File: src/rtl/ntsc_fb_pkg.sv
`default_nettype none
// +----------------------------------------------------------------------+
// | Module  : ntsc_fb_pkg                                                |
// | Purpose : Shared types and defaults for the NTSC framebuffer reader. |
// |           Holds the fetch FSM encoding, default framebuffer geometry |
// |           and base address, the underflow colour, and the pixel      |
// |           address helper.                                            |
// | Ports   : none (package)                                             |
// | Rev     : 1.0  initial release                                       |
// +----------------------------------------------------------------------+
package ntsc_fb_pkg;

   typedef enum logic [1:0] {
      ST_IDLE = 2'd0,
      ST_REQ  = 2'd1,
      ST_WAIT = 2'd2
   } fetch_state_e;

   localparam logic [19:0] DEF_BASE_ADDR = 20'h00000;
   localparam int unsigned DEF_H_PIX     = 320;
   localparam int unsigned DEF_V_PIX     = 240;
   localparam logic [7:0]  DEF_UFLOW_RGB = 8'hE0;

   // SRAM address of a linear pixel index; the sum wraps at 20 bits.
   function automatic logic [19:0] pix_addr(input logic [19:0] base,
                                            input logic [16:0] idx);
      return base + {3'b000, idx};
   endfunction

endpackage : ntsc_fb_pkg
`default_nettype wire

File: src/rtl/ntsc_fb_fifo.sv
`default_nettype none
// +----------------------------------------------------------------------+
// | Module  : ntsc_fb_fifo                                               |
// | Purpose : Small synchronous FIFO for prefetched pixels. Supports a   |
// |           push and a pop in the same cycle, a synchronous flush, and |
// |           reports occupancy, empty and full. Head is read            |
// |           combinationally (first-word fall-through).                 |
// | Ports   : clk, rst         clock / sync active-high reset            |
// |           flush            empty the FIFO (overrides push/pop)       |
// |           push, wdata      write one word                            |
// |           pop              discard head word                         |
// |           rdata            current head word                         |
// |           count            occupancy 0..2^AW                         |
// |           empty, full      status flags                              |
// | Rev     : 1.0  initial release                                       |
// +----------------------------------------------------------------------+
module ntsc_fb_fifo #(
   parameter int unsigned AW = 4,
   parameter int unsigned DW = 8
) (
   input  logic          clk,
   input  logic          rst,
   input  logic          flush,
   input  logic          push,
   input  logic [DW-1:0] wdata,
   input  logic          pop,
   output logic [DW-1:0] rdata,
   output logic [AW:0]   count,
   output logic          empty,
   output logic          full
);

   localparam logic [AW:0] c_depth = {1'b1, {AW{1'b0}}};

   logic [DW-1:0] mem_q [2**AW];
   logic [AW-1:0] wr_ptr_q;
   logic [AW-1:0] rd_ptr_q;
   logic [AW:0]   count_q;
   logic          w_do_push;
   logic          w_do_pop;

   assign empty = (count_q == '0);
   assign full  = (count_q == c_depth);
   assign count = count_q;
   assign rdata = mem_q[rd_ptr_q];

   // A push into a full FIFO is accepted only when a pop frees the slot.
   assign w_do_pop  = pop && !empty;
   assign w_do_push = push && (!full || w_do_pop);

   always_ff @(posedge clk) begin
      if (w_do_push) begin
         mem_q[wr_ptr_q] <= wdata;
      end
   end

   always_ff @(posedge clk) begin
      if (rst || flush) begin
         wr_ptr_q <= '0;
         rd_ptr_q <= '0;
         count_q  <= '0;
      end else begin
         if (w_do_push) begin
            wr_ptr_q <= wr_ptr_q + 1'b1;
         end
         if (w_do_pop) begin
            rd_ptr_q <= rd_ptr_q + 1'b1;
         end
         if (w_do_push && !w_do_pop) begin
            count_q <= count_q + 1'b1;
         end else if (w_do_pop && !w_do_push) begin
            count_q <= count_q - 1'b1;
         end
      end
   end

endmodule : ntsc_fb_fifo
`default_nettype wire

File: src/rtl/ntsc_fb_reader.sv
`default_nettype none
// +----------------------------------------------------------------------+
// | Module  : ntsc_fb_reader                                             |
// | Purpose : Framebuffer scan-out. Walks SRAM in raster order through   |
// |           the sram_ctrl read handshake, prefetches into a FIFO and   |
// |           pops one byte onto rgb per new active pixel. Restarts the  |
// |           walk on the leading edge of vsync.                         |
// | Ports   : clk, rst               clock / sync active-high reset      |
// |           x, active_video, vsync timing from ntsc                    |
// |           mem, rw, addr          request to sram_ctrl                |
// |           ready, data2fpga       sram_ctrl handshake / read data     |
// |           rgb                    registered pixel colour             |
// |           uflow                  sticky underflow flag               |
// |           uflow_cnt              saturating underflow counter        |
// |                                  (only with NTSC_FB_UFLOW_CNT_EN)    |
// | Config  : `define NTSC_FB_UFLOW_CNT_EN adds the uflow_cnt output.    |
// | Rev     : 1.0  initial release                                       |
// +----------------------------------------------------------------------+
module ntsc_fb_reader
   import ntsc_fb_pkg::*;
#(
   parameter logic [19:0] BASE_ADDR = DEF_BASE_ADDR,
   parameter int unsigned H_PIX     = DEF_H_PIX,
   parameter int unsigned V_PIX     = DEF_V_PIX,
   parameter int unsigned FIFO_AW   = 4,
   parameter logic        VS_POL    = 1'b0,
   parameter logic [7:0]  UFLOW_RGB = DEF_UFLOW_RGB
) (
   input  logic        clk,
   input  logic        rst,
   input  logic [9:0]  x,
   input  logic        active_video,
   input  logic        vsync,
   output logic        mem,
   output logic        rw,
   output logic [19:0] addr,
   input  logic        ready,
   input  logic [7:0]  data2fpga,
   output logic [7:0]  rgb,
`ifdef NTSC_FB_UFLOW_CNT_EN
   output logic [15:0] uflow_cnt,
`endif
   output logic        uflow
);

   localparam logic [16:0]      c_frame_pix = 17'(H_PIX * V_PIX);
   localparam logic [FIFO_AW:0] c_depth_m1  = {1'b0, {FIFO_AW{1'b1}}};

   fetch_state_e state_q, state_d;
   logic [16:0]  fetch_idx_q, fetch_idx_d;
   logic         mem_q, mem_d;
   logic [19:0]  addr_q, addr_d;
   logic         tag_q, tag_d;      // outstanding read belongs to the old frame

   logic [9:0]   x_q;
   logic         active_q;
   logic         vs_q;
   logic [7:0]   rgb_q;
   logic         uflow_q;

   logic         w_vs_start;
   logic         w_pix_adv;
   logic         w_inflight;
   logic         w_room;
   logic         w_push;
   logic         w_pop;
   logic [7:0]   w_head;
   logic [FIFO_AW:0] w_count;
   logic         w_empty;
   logic         w_full;

   assign rw   = 1'b1;
   assign mem  = mem_q;
   assign addr = addr_q;
   assign rgb  = rgb_q;
   assign uflow = uflow_q;

   // vs_q resets to the inactive level so a vsync held active through
   // reset is still seen as a frame start.
   assign w_vs_start = (vsync == VS_POL) && (vs_q != VS_POL);
   assign w_pix_adv  = active_video && ((x != x_q) || !active_q);
   assign w_pop      = w_pix_adv && !w_empty;

   // Occupancy plus the read still in flight must leave a free slot.
   assign w_inflight = (state_q == ST_WAIT);
   assign w_room     = w_inflight ? (w_count < c_depth_m1) : !w_full;

   ntsc_fb_fifo #(
      .AW (FIFO_AW),
      .DW (8)
   ) u_fifo (
      .clk   (clk),
      .rst   (rst),
      .flush (w_vs_start),
      .push  (w_push),
      .wdata (data2fpga),
      .pop   (w_pop),
      .rdata (w_head),
      .count (w_count),
      .empty (w_empty),
      .full  (w_full)
   );

   // ---------------- fetch FSM ----------------
   always_ff @(posedge clk) begin
      if (rst) begin
         state_q     <= ST_IDLE;
         fetch_idx_q <= '0;
         mem_q       <= 1'b0;
         addr_q      <= '0;
         tag_q       <= 1'b0;
      end else begin
         state_q     <= state_d;
         fetch_idx_q <= fetch_idx_d;
         mem_q       <= mem_d;
         addr_q      <= addr_d;
         tag_q       <= tag_d;
      end
   end

   always_comb begin
      state_d     = state_q;
      fetch_idx_d = fetch_idx_q;
      mem_d       = mem_q;
      addr_d      = addr_q;
      tag_d       = tag_q;
      w_push      = 1'b0;
      case (state_q)
         ST_IDLE: begin
            if (!w_vs_start && w_room && (fetch_idx_q < c_frame_pix)) begin
               state_d = ST_REQ;
               mem_d   = 1'b1;
               addr_d  = pix_addr(BASE_ADDR, fetch_idx_q);
            end
         end
         ST_REQ: begin
            // An accept on the sync cycle still owes a data beat; tag it.
            if (ready) begin
               state_d = ST_WAIT;
               mem_d   = 1'b0;
               tag_d   = w_vs_start;
            end else if (w_vs_start) begin
               state_d = ST_IDLE;
               mem_d   = 1'b0;
            end
         end
         ST_WAIT: begin
            if (ready) begin
               state_d = ST_IDLE;
               tag_d   = 1'b0;
               if (!tag_q && !w_vs_start) begin
                  w_push      = 1'b1;
                  fetch_idx_d = fetch_idx_q + 1'b1;
               end
            end else if (w_vs_start) begin
               tag_d = 1'b1;
            end
         end
         default: begin
            state_d = ST_IDLE;
            mem_d   = 1'b0;
            tag_d   = 1'b0;
         end
      endcase
      if (w_vs_start) begin
         fetch_idx_d = '0;
      end
   end

   // ---------------- pixel output ----------------
   always_ff @(posedge clk) begin
      if (rst) begin
         x_q      <= '0;
         active_q <= 1'b0;
         vs_q     <= ~VS_POL;
         rgb_q    <= '0;
         uflow_q  <= 1'b0;
      end else begin
         x_q      <= x;
         active_q <= active_video;
         vs_q     <= vsync;
         if (w_pix_adv) begin
            if (!w_empty) begin
               rgb_q <= w_head;
            end else begin
               rgb_q   <= UFLOW_RGB;
               uflow_q <= 1'b1;
            end
         end else if (!active_video) begin
            rgb_q <= '0;
         end
      end
   end

`ifdef NTSC_FB_UFLOW_CNT_EN
   logic [15:0] uflow_cnt_q;

   assign uflow_cnt = uflow_cnt_q;

   always_ff @(posedge clk) begin
      if (rst) begin
         uflow_cnt_q <= '0;
      end else if (w_pix_adv && w_empty && (uflow_cnt_q != 16'hFFFF)) begin
         uflow_cnt_q <= uflow_cnt_q + 1'b1;
      end
   end
`endif

endmodule : ntsc_fb_reader
`default_nettype wire

File: config.mk
export PLATFORM = sky130hd
export DESIGN_NAME = ntsc_fb_reader
export DESIGN_NICKNAME = d
export VERILOG_FILES = /design/src/rtl/ntsc_fb_pkg.sv /design/src/rtl/ntsc_fb_fifo.sv /design/src/rtl/ntsc_fb_reader.sv
export SDC_FILE = /design/constraint.sdc
export NUM_CORES = 1
export LEC_CHECK = 0
export CAP_MARGIN = 20
export CORE_ASPECT_RATIO = 0.7
export CORE_MARGIN = 8
export CORE_UTILIZATION = 40
export DETAILED_ROUTE_END_ITERATION = 7
export SLEW_MARGIN = 20
export SYNTH_ARGS = -nofsm -noshare
export SYNTH_HDL_FRONTEND = slang
export SYNTH_SLANG_ARGS = --single-unit
export TNS_END_PERCENT = 50
File: constraint.sdc
create_clock -name clk -period 11.6 [get_ports clk]
set_clock_uncertainty 0.2 [all_clocks]
set_input_delay 2.9 -clock clk [delete_from_list [all_inputs] [get_ports clk]]
set_output_delay 2.9 -clock clk [all_outputs]
set_load 0.05 [all_outputs]
# --- Word-level counts from Yosys, hierarchy flattened ---
# Memories as Yosys holds them, arrays and structs flattened. A register that Yosys moved wholly into a read port is not among the register bits.
# Cells that the tools add are included.
totals:
  output_inout_bits: 31
  ff_bits: 72
  wordCells: 90
  ramBits: 128
  inputBits: 23
  memories: 1
classes:
  bitwise: 3
  n_addsub: 5
  reduce_logical: 30
  n_eq_ne: 10
  n_mux: 26
  order_cmp: 2
mem_list:
  columns: ["memory", "depth", "width", "rd", "rd_ports_with_merged_regs", "wr", "line_no", "text"]
  rows:
  - ["u_fifo.mem_q", 16, 8, 1, 1, 1, "ntsc_fb_fifo.sv:35", "logic [DW-1:0] mem_q [2**AW];"]
op_table:
  columns: ["operator", "count"]
  rows:
  - ["8-bit two-way mux", 3]
  - ["17-bit by 1-bit adder with 17-bit output (second input constant)", 1]
  - ["17-bit less-than comparator (second input constant)", 1]
  - ["1-bit two-way mux", 12]
  - ["3-bit AND reduction", 4]
  - ["1-bit logical AND", 10]
  - ["5-bit two-way mux", 2]
  - ["10-bit != test", 1]
  - ["4-bit by 1-bit adder with 4-bit output (second input constant)", 2]
  - ["2-bit two-way mux", 4]
  - ["4-bit two-way mux", 2]
  - ["1-bit logical NOT", 7]
  - ["2-bit != test (second input constant)", 3]
  - ["3-bit by 2-bit != test with 1-bit output (second input constant)", 2]
  - ["1-bit one-hot mux with 3 select lines", 2]
  - ["2-bit one-hot mux with 3 select lines", 1]
  - ["5-bit by 1-bit adder with 5-bit output (second input constant)", 1]
  - ["5-bit equality test (second input constant)", 1]
  - ["5-bit logical NOT", 1]
  - ["5-bit by 4-bit less-than comparator with 1-bit output (second input constant)", 1]
  - ["5-bit by 1-bit subtractor with 5-bit output (second input constant)", 1]
  - ["2-bit AND reduction", 2]
  - ["1-bit logical OR", 3]
  - ["1-bit inverter", 3]
  - ["6 further kinds", 6]

# --- Longest topological paths before layout ---
logic_depth:
  word_depth: 12
  depth_mapped: 15
  ltp_nobuf: 13

# --- By module ---
# A second synthesis with hierarchy kept.
unflattened:
  cells_unflattened: 583
  area_unflattened_um2: 8345.5
modules_own_cells:
  columns: ["mod", "seq_area_each_um2", "area_per_inst_um2", "cells_each", "n_inst"]
  rows:
  - ["ntsc_fb_fifo", 4184.0, 5779.3, 311, 1]
  - ["ntsc_fb_reader", 1181.1, 2566.2, 272, 1]

# --- Least setup slack after synthesis ---
# No wires, ideal clock.
synth_timing:
  path_type: "in2reg"
  start: "input port ready"
  end: "register u_fifo.count_q[4], in the netlist u_fifo.count[4]"
  required_ps: 11330
  arrival_time_ps: 5437
  setup_time_ps: 70
  path_slack_ps: 5893
  path_buffers: 3
  stages: 15
  cell_sequence: "clkbuf_2 -> and2b_1 -> and3_1 -> buf_4 -> o21ai_2 -> nor2_1 -> buf_2 -> ha_1 -> inv_1 -> fa_1 -> a21o_1 -> a21oi_1 -> xnor2_1 -> or3_1 -> a21oi_1"
synth_via:
  elab_chain_len: 6
  elab_cells_between_ends: 8
  cone_classes: "mux (3); reduce/logical (5)"
synth_lines:
  columns: ["element", "line_no", "text"]
  rows:
  - ["from (decl)", "ntsc_fb_reader.sv:37", "input logic ready,"]
  - ["1-bit two-way mux (*)", "ntsc_fb_reader.sv:148", "if (ready) begin"]
  - ["1-bit two-way mux (*)", "ntsc_fb_reader.sv:128", "case (state_q)"]
  - ["1-bit logical AND (*)", "ntsc_fb_fifo.sv:49", "assign w_do_push = push && (!full || w_do_pop);"]
  - ["net u_fifo.w_do_push", "ntsc_fb_fifo.sv:39", "logic w_do_push;"]
  - ["1-bit logical NOT", "ntsc_fb_fifo.sv:71", "end else if (w_do_pop && !w_do_push) begin"]
  - ["1-bit logical AND", "ntsc_fb_fifo.sv:71", null]
  - ["2-bit nonzero test (no line)", null, null]
  - ["to (signal assigned)", "ntsc_fb_fifo.sv:70", "count_q <= count_q + 1'b1;"]
  - ["to (signal assigned)", "ntsc_fb_fifo.sv:72", "count_q <= count_q - 1'b1;"]
  - ["to (decl)", "ntsc_fb_fifo.sv:38", "logic [AW:0] count_q;"]
# Mark *: on every way through the listed nets, which the timed path passes. The rest lies on a longest branch.
# A chain may end at the register's enable or synchronous reset.

# --- Worst setup path after layout ---
layout_timing:
  start: "input port ready"
  end: "register u_fifo.count_q[4], in the netlist u_fifo.count[4]"
layout_via:
  elab_chain_len: 6
  elab_cells_between_ends: 8
  cone_classes: "mux (3); reduce/logical (5)"
layout_lines:
  columns: ["element", "line_no"]
  rows:
  - ["1-bit two-way mux (*)", "ntsc_fb_reader.sv:148"]
  - ["1-bit two-way mux (*)", "ntsc_fb_reader.sv:128"]
  - ["1-bit logical AND (*)", "ntsc_fb_fifo.sv:49"]
  - ["1-bit logical NOT", "ntsc_fb_fifo.sv:71"]
  - ["1-bit logical AND", "ntsc_fb_fifo.sv:71"]
  - ["2-bit nonzero test (no line)", null]
# Every way passes the cells marked *; elsewhere a longest branch is shown, timed or not.

==> metrics <==
Final period util 0.543; Critical Path End Type flop; Setup TNS 0 ns; Crit Path Category primary input to flop; Setup Fix Bufs, Post-CTS 0; worst vdd ir 0.0691 mV; Post-Route WL 17.8 mm; slowest stage cell, crit path clkdlybuf4s50_1; global route overflow 0; total track usage 0.137; vias in the first global route 4854; Antenna diodes 0; GR Util met1 0.197; routed vias/inst 5.31; predominant post-synthesis flop cell edfxtp_1; gr busiest metal met2; reg2reg setup slack 7.77 ns; CTS hold repair buffers 0; Mapped Cells 597; met2 usage 0.204; die area 25900 um^2; critical path arrival 6.52 ns; post-synthesis register bit count 204; Register-to-Register Path Depth 13; I/O pin total 54; commonest non-fill, non-tap cell in the layout edfxtp_1; CP max stage delay 0.60 ns; first-pass GRT wire length 27.8 mm; Seq/Total Area, Yosys 0.641; post-synth top area cell edfxtp_1; Vias 4985; WHS Path Cells 2; most used cell along the critical path a21oi_1; Post-route DRC 0; outcome finished, final reports clean; die outline height 137 um; Iter 0 DRT Violations 343; Final Max Slew Viols 0; H-tree levels 1; Slew headroom 0.505; RSZ-0062 raised after global routing no; Max FO, Critical Path 17; Max clock buf depth 3; DP Wirelength 12.0 mm; Distinct cells, synth 56; ys async rst share 0; share of layout cells above drive strength 1 0.115; wire per inst 19.0 um; yosys warns 0; largest net degree at the start of global routing 38; clk slew on worst S/H paths 0.07 ns; antenna-violating nets left 0; CTS Buf Count 21; PD cells 190 nW/um^2; Max-Cap Viols 0; clk sink count 204; commonest non-fill, non-tap cells in the layout edfxtp_1 (128), dfxtp_1 (76), clkdlybuf4s50_1 (49); WP buf/inv 2; CTS tree yes; path length in cells of the critical path 13; P_leak 3.27 nW; Avg Cell Area, Syn 14.0 um^2; Worst-Margin Slew 0.740 ns; Req. time, crit path 11.82 ns; Final nets 684; Final min period 6.29 ns; Die X 189 um; final core occ 0.474; total power 1.86 mW; initial antenna violation count 0; CP startpoint kind primary input; Area Overhead vs Synth 17.0%; min-delay worst type flop to flop; synth top area cells edfxtp_1 (46%), dfxtp_1 (18%), mux4_2 (7.3%); cell family with most CP delay simple AND/OR/NAND/NOR gates; FMAX 159 MHz; Placer Congestion 0.759; clk_lat worst skew 0.50 ns; CTS resizes 0; Fin. Hold Viols 0; first-pass detailed-route iteration total 4; core area 20600 um^2; cell row count 44; Final setup viols 0; Initial Utilization 0.405; met3 usage 0.0321; Cell Area, Synth 8370 um^2; I/O Buffers 49; Yosys top cell area share 0.459; crit-path cells clkdlybuf4s50_1 -> and2b_1 -> and3_1 -> o21ai_2 -> nor2_1 -> ha_1 -> inv_1 -> fa_1 -> a21o_1 -> a21oi_1 -> xnor2_1 -> or3_1 -> a21oi_1; Root Driver clkbuf_16; final instance area 9790 um^2; number of synthesized flops with an enable pin 128; Placement Cell Area 9090 um^2
-- registers in the layout (all words and copies together), names as in the netlist, named ones only --
signal,flops
tag_q,1
rgb,8
x_q,10
u_fifo.mem_q,128
state_q,2
addr,17
uflow,1
u_fifo.count,5
fetch_idx_q,17
vs_q,1
mem,1
active_q,1
u_fifo.rd_ptr_q,4
u_fifo.wr_ptr_q,4
-- routing by layer --
metal  routed length, um  part of all wire  vias up
li1                    -                 -     2343
met1                8440              0.47     2458
met2                7670              0.43      161
met3                1340             0.076       23
met4                 327             0.018        0
met5                   0                 0        -
-- cell families after synthesis --
family | synth area share
xor+xnor | 0.0293
mux | 0.109
other cells | 0.000898
fa+ha+maj | 0.0218
compound gates | 0.0625
simple gates | 0.109
flops | 0.641
buf+inv | 0.0260
-- cells in the mapped netlist, drive strengths merged (2+ instances only) --
master  count
mux2i      30
xor2        3
o21a        2
nand2      24
inv        11
or4         4
a31oi       2
a31o        2
a22o        3
mux4       27
xnor2      25
a32o        5
o21ai      22
or2         2
buf        20
o211ai      2
dfxtp      76
clkbuf     11
nor3        6
nor2b      19
conb        2
or3         4
nand3      16
a21oi      22
a22oi       4
a221oi      4
and3       17
a21o        3
nand4       9
and2        2
and4        2
ha         13
nor4       10
edfxtp    128
o31ai       2
nand2b      4
a211oi      4
nor2       46
-- worst reg2reg max path, cell delays in order (launching register included) --
cell and delay (ns):
dfxtp_1 0.32, inv_1 0.09, ha_1 0.28, and3_1 0.36
o21ai_2 0.14, nor2_1 0.60, ha_1 0.32, inv_1 0.12
fa_1 0.41, a21o_1 0.18, a21oi_1 0.17, xnor2_1 0.10
or3_1 0.32, a21oi_1 0.14
-- final timing paths --
check / end / startpoint
setup / recovery: u_fifo.count[4] / ready
hold / removal: tag_q / tag_q
setup reg to reg: u_fifo.count[4] / state_q[0]
hold reg to reg: tag_q / tag_q
-- area by class of cell --
class,instances,area [um^2]
clock buffers,27,566
clock inverters,11,133
fillers,1782,10900
inverters,12,45.0
multi-input cells,352,2790
flip-flops and latches,204,5370
well taps,276,345
repair buffers,56,543
-- stage by stage --
stage	hold WS [ns]	setup WS [ns]	instances
global placement	0.242	5.07	900
global route	0.307	5.05	938
finish	0.270	5.31	938
floorplan	0.228	5.89	599
detailed placement	0.258	4.86	900
CTS	0.267	5.38	938
-- power by group --
group / switching [mW] / total [mW] / internal (mW)
registers: 0.0273 / 0.822 / 0.795
clock network: 0.270 / 0.682 / 0.412
logic: 0.213 / 0.359 / 0.146
total: 0.510 / 1.86 / 1.35
(Power assumes the default switching activity.)
